### src/rtl/dcache_wt.sv
// dcache_wt: direct-mapped, write-through, no-write-allocate data cache with one-word lines.
// Define DCACHE_STATS_EN to add saturating hit_count/miss_count outputs.
module dcache_wt #(
  parameter int DATA_WIDTH = 32,
  parameter int SETS = 8,
  parameter int ADDR_WIDTH = 32
) (
  input  logic                  clk,
  input  logic                  rst,
  input  logic                  cpu_req,
  input  logic                  cpu_we,
  input  logic [ADDR_WIDTH-1:0] cpu_addr,
  input  logic [DATA_WIDTH-1:0] cpu_wdata,
  input  logic [2:0]            cpu_funct3,
  output logic [DATA_WIDTH-1:0] cpu_rdata,
  output logic                  cpu_stall,
  output logic                  mem_req,
  output logic                  mem_we,
  output logic [ADDR_WIDTH-1:0] mem_addr,
  output logic [DATA_WIDTH-1:0] mem_wdata,
  output logic [2:0]            mem_funct3,
  input  logic [DATA_WIDTH-1:0] mem_rdata,
  input  logic                  mem_ack
`ifdef DCACHE_STATS_EN
  ,
  output logic [31:0]           hit_count,
  output logic [31:0]           miss_count
`endif
);
  localparam int IW = $clog2(SETS);
  localparam int TW = ADDR_WIDTH - 2 - IW;
  typedef enum logic [1:0] {IDLE, FILL, WRITE} state_t;
  state_t state, state_n;
  logic [SETS-1:0] valid;
  logic [TW-1:0] tags [SETS];
  logic [DATA_WIDTH-1:0] lines [SETS];
  logic [IW-1:0] idx, widx;
  logic [TW-1:0] tag, wtag;
  logic [DATA_WIDTH-1:0] word, ext, merged;
  logic [7:0] b;
  logic [15:0] h;
  logic hit, whit, ld_hit, st_ok;
  assign idx = cpu_addr[IW+1:2];
  assign tag = cpu_addr[ADDR_WIDTH-1:IW+2];
  // the transaction in flight is addressed by the latched mem_addr, not the live CPU inputs
  assign widx = mem_addr[IW+1:2];
  assign wtag = mem_addr[ADDR_WIDTH-1:IW+2];
  assign word = lines[idx];
  assign hit = valid[idx] && tags[idx] == tag;
  assign whit = valid[widx] && tags[widx] == wtag;
  assign ld_hit = state == IDLE && cpu_req && !cpu_we && hit;
  assign st_ok = !cpu_funct3[2] && cpu_funct3[1:0] != 2'b11;
  assign b = word[{cpu_addr[1:0], 3'b000} +: 8];
  assign h = word[{cpu_addr[1], 4'b0000} +: 16];
  always_comb begin
    ext = cpu_funct3 == 3'b000 ? {{(DATA_WIDTH-8){b[7]}}, b} :
          cpu_funct3 == 3'b001 ? {{(DATA_WIDTH-16){h[15]}}, h} :
          cpu_funct3 == 3'b010 ? word :
          cpu_funct3 == 3'b100 ? {{(DATA_WIDTH-8){1'b0}}, b} :
          cpu_funct3 == 3'b101 ? {{(DATA_WIDTH-16){1'b0}}, h} : '0;
    cpu_rdata = ld_hit ? ext : '0;
  end
  always_comb begin
    merged = lines[widx];
    if (mem_funct3 == 3'b000)
      merged[{mem_addr[1:0], 3'b000} +: 8] = mem_wdata[7:0];
    else if (mem_funct3 == 3'b001)
      merged[{mem_addr[1], 4'b0000} +: 16] = mem_wdata[15:0];
    else
      merged = mem_wdata;
  end
  always_comb begin
    state_n = state;
    cpu_stall = 1'b0;
    case (state)
      IDLE: if (cpu_req && (cpu_we ? st_ok : !hit)) begin
        cpu_stall = 1'b1;
        state_n = cpu_we ? WRITE : FILL;
      end
      FILL: begin
        cpu_stall = 1'b1;
        state_n = mem_ack ? IDLE : FILL;
      end
      WRITE: begin
        cpu_stall = !mem_ack;
        state_n = mem_ack ? IDLE : WRITE;
      end
      default: state_n = IDLE;
    endcase
  end
  always_ff @(posedge clk or posedge rst) begin
    if (rst) begin
      state <= IDLE;
      valid <= '0;
      mem_req <= 1'b0;
      mem_we <= 1'b0;
      mem_addr <= '0;
      mem_wdata <= '0;
      mem_funct3 <= '0;
    end else begin
      state <= state_n;
      if (state == IDLE && state_n != IDLE) begin
        mem_req <= 1'b1;
        mem_we <= cpu_we;
        mem_addr <= cpu_we ? cpu_addr : {cpu_addr[ADDR_WIDTH-1:2], 2'b00};
        mem_wdata <= cpu_we ? cpu_wdata : '0;
        mem_funct3 <= cpu_we ? cpu_funct3 : 3'b010;
      end else if (mem_req && mem_ack) begin
        mem_req <= 1'b0;
      end
      if (state == FILL && mem_ack)
        valid[widx] <= 1'b1;
    end
  end
  // tag/data need no reset: valid gates every use of them
  always_ff @(posedge clk) begin
    if (!rst && state == FILL && mem_ack) begin
      tags[widx] <= wtag;
      lines[widx] <= mem_rdata;
    end else if (!rst && state == WRITE && mem_ack && whit) begin
      lines[widx] <= merged;
    end
  end
`ifdef DCACHE_STATS_EN
  logic replay;
  always_ff @(posedge clk or posedge rst) begin
    if (rst) begin
      replay <= 1'b0;
      hit_count <= '0;
      miss_count <= '0;
    end else begin
      replay <= state == FILL && mem_ack;
      if (ld_hit && !replay && hit_count != '1)
        hit_count <= hit_count + 32'd1;
      if (state == IDLE && state_n == FILL && miss_count != '1)
        miss_count <= miss_count + 32'd1;
    end
  end
`endif
endmodule
### config.mk
export PLATFORM = sky130hd
export DESIGN_NAME = dcache_wt
export DESIGN_NICKNAME = d
export VERILOG_FILES = /design/src/rtl/dcache_wt.sv
export SDC_FILE = /design/constraint.sdc
export NUM_CORES = 1
export LEC_CHECK = 0
export CAP_MARGIN = 20
export CORE_MARGIN = 1
export CORE_UTILIZATION = 35
export CTS_CLUSTER_DIAMETER = 200
export DETAILED_ROUTE_END_ITERATION = 12
export GPL_TIMING_DRIVEN = 1
export HOLD_SLACK_MARGIN = 0.06
export PLACE_DENSITY = 0.55
export SLEW_MARGIN = 5
export SYNTH_ARGS = -nofsm -noshare
export SYNTH_HDL_FRONTEND = slang
export SYNTH_SLANG_ARGS = --single-unit
### constraint.sdc
create_clock -name clk -period 9.2 [get_ports clk]
set_input_delay 1.84 -clock clk [delete_from_list [all_inputs] [get_ports clk]]
set_output_delay 1.84 -clock clk [all_outputs]
set_load 0.01 [all_outputs]
==> metrics, run 1 <==
status=completed; post-route setup TNS=0 ns; CORE AREA=roughly 0.078 mm²; Die ar.=0.0798 mm²; largest fanout on the critical path=48; Synth warnings=0; post-synthesis mux area share=0.205; crit end category=primary output; wire length of the first global-routing pass=about 130000 µm; critical path class=in -> out; average cell area after synthesis=14.3 µm²; commonest cells after routing, fill and taps aside=edfxtp_1, clkdlybuf4s50_1, mux2i_1, nand2_1, mux4_2; most common cell after layout, fill and taps aside=edfxtp_1; Antenna Nets Post-Route=0; period utilization=0.888; Hold EP=valid[5]; Top FF cell, synth=edfxtp_1; worst hold slack=about 0.51 ns; Critical Path AT=6.33 ns; num ports=a little over 200; Final Hold Viols=0; post-CTS setup buffers=0; Syn Inst Count=between 1500 and 2000; initial antenna violation count=1; max cap viols=0; RSZ-0062 raised after global routing=false; Die H=around 280 µm; drt total wl=between 90000 and 100000 µm; post-CTS sizing=0; Power Density=approximately 230 mW/mm²; worst IR drop on VDD=approximately 0.15 mV; Iter 0 DRT Violations=about 1900; Max transition margin=0.144; ys async rst share=0.143; Cells on Worst Hold Path=2; capture point of the worst reg-to-reg path=lines[2][20]; HP Class=reg -> reg; largest net degree at the start of global routing=just over 60; HP Start=valid[5]; reg2reg start=mem_addr[2]; grt ovf=0; Compound-Gate Fraction of Synth Area=0.106; post-synthesis adder-cell area fraction=0.00227; IO Port Bufs=just over 200; vias in the first global route=between 15000 and 20000; fraction of layout cells with a size suffix above 1=0.203; Seq cells post-synth=551; Max Slew Vio Count=0; Vias/cell=5.93; # diodes=0; clock root buffer=clkbuf_16; r2r setup slk=between 2 and 3 ns; FMAX=about 0.12 GHz; Bufs on Longest Clock Path=3; wire per inst=a little under 30 µm; die span in x=between 200 and 300 µm; Synth Area in XOR/XNOR=0.0127; P_leak=11.2 nW; Initial Util=0.355; DRT Pass-1 Iters=5; Post-Synth Simple-Gate Area=0.0546; Vias=roughly 19000; crit path launch type=input pin; Tightest Pin Transition=between 1 and 1.5 ns; mapped cell area=~0.028 mm²; drt drc=0; reg2reg path depth=11; required time worst endpoint=approximately 7.4 ns; hold_buf cts=0; Tot GR Track Use=0.236; Yosys cell types=68; GPL Wtd Cong=a little under 0.9; depth of the CTS H-tree=2; clock skew=between 0.015 and 0.02 ns; final net count=around 2200; dpl hpwl=~60000 µm; CTS tree=done; Clock Sinks=551; Synthesized Nets=2037; largest family of logic cells by synthesized area=multiplexers; Area Overhead vs Synth=19.4%; CTS clk-pin slew, worst paths=around 0.060 ns; Post-synth EDFFs=between 400 and 500; final setup vio count=0; register area share after synthesis=0.587; minimum clock period=around 8.2 ns; Num CTS Buffers=between 50 and 60; row count=102; Worst-Skew Late Latency=0.63 ns
## sequential cells by signal, indices dropped and copies added (netlist names)
register and cells:
valid 8, mem_wdata 32, mem_req 1, mem_we 1
tags 216, lines 256, mem_funct3 3, state 2
mem_addr 32
## per-stage QoR
stage	utilization	setup WS, ns	instances	total power [W]	instance area, µm²
3_3_place_gp	0.398	1.24	3088	0.00511	30900
4_1_cts	0.424	1.12	3196	0.00760	32900
2_1_floorplan	-	2.79	1928	0.00421	27500
6_report	0.424	1.03	3196	0.00757	32900
5_1_grt	0.424	0.919	3196	0.00782	32900
3_5_place_dp	0.398	1.12	3088	0.00513	30900
## cells in the mapped netlist, types with 20 or more instances
| cell type | count | share of area |
|---|---|---|
| xor2_1 | 25 | 0.0080 |
| a22o_1 | 20 | 0.0064 |
| edfxtp_1 | 472 | 0.51 |
| a22oi_1 | 69 | 0.019 |
| clkbuf_1 | 65 | 0.0089 |
| o21ai_0 | 62 | 0.011 |
| mux2i_1 | 153 | 0.056 |
| dfrtp_1 | 79 | 0.072 |
| mux4_2 | 121 | 0.099 |
| a21oi_1 | 100 | 0.018 |
| nor4_1 | 20 | 0.0045 |
| nor2_1 | 79 | 0.011 |
| a221oi_1 | 61 | 0.019 |
| buf_2 | 46 | 0.0084 |
| inv_1 | 52 | 0.0071 |
| nand2_1 | 123 | 0.017 |
| mux2_2 | 118 | 0.048 |
## logic make-up after synthesis
| family | Yosys count |
|---|---|
| flops | 551 |
| compound gates | 427 |
| mux | 397 |
| simple gates | 312 |
| buf+inv | 196 |
| xor+xnor | 40 |
| fa+ha+maj | 5 |
## critical path: stages
cell and delay (ns):
buf_4 0.63, buf_4 0.47, mux4_2 0.37, mux2i_1 0.40
xnor2_1 0.11, nor2_1 0.23, and4_1 0.26, nand4_2 0.37
nor3_2 0.70, a21boi_0 0.31, clkdlybuf4s50_1 0.58
## power breakdown
group          switching, W  internal (W)
Sequential         0.000288       0.00291
Clock               0.00102       0.00146
Combinational       0.00112      0.000773
## cell type report
| cell class | instances | area [µm²] |
|---|---|---|
| clock buffer | 84 | 1740 |
| clock inverter | 24 | 273 |
| fill | 7111 | 44700 |
| inverter | 53 | 201 |
| multi-input combinational | 1181 | 10700 |
| sequential | 551 | 16200 |
| tap | 1040 | 1300 |
| timing repair buffer | 263 | 2490 |
## routing by layer
metal / wire length (µm) / global-route usage / vias to the layer above
li1: - / - / 8054
met1: 37400 / 0.299 / 9834
met2: 46700 / 0.401 / 881
met3: 6320 / 0.0335 / 186
met4: 4520 / 0.105 / 0
met5: 0 / 0 / -
## worst max-delay path by stage
stage,start,to,slack (ns),depth (start not counted)
final,cpu_addr[4],cpu_rdata[10],1.03,11
after global placement,cpu_addr[4],cpu_rdata[13],1.24,11
after CTS,cpu_addr[4],cpu_rdata[10],1.12,11
after detailed placement,cpu_addr[4],cpu_rdata[10],1.12,11
after floorplan,cpu_addr[4],cpu_rdata[29],2.79,11
after global routing,cpu_addr[4],cpu_rdata[10],0.92,11
Note: power is estimated with default switching activity, not from simulation.
==> inputs of run 2 (changes only) <==
Settings changed: CAP_MARGIN 20 to default.
==> results of run 2 <==
Same layout as run 1: the final DEF is identical, and so are final timing and power.
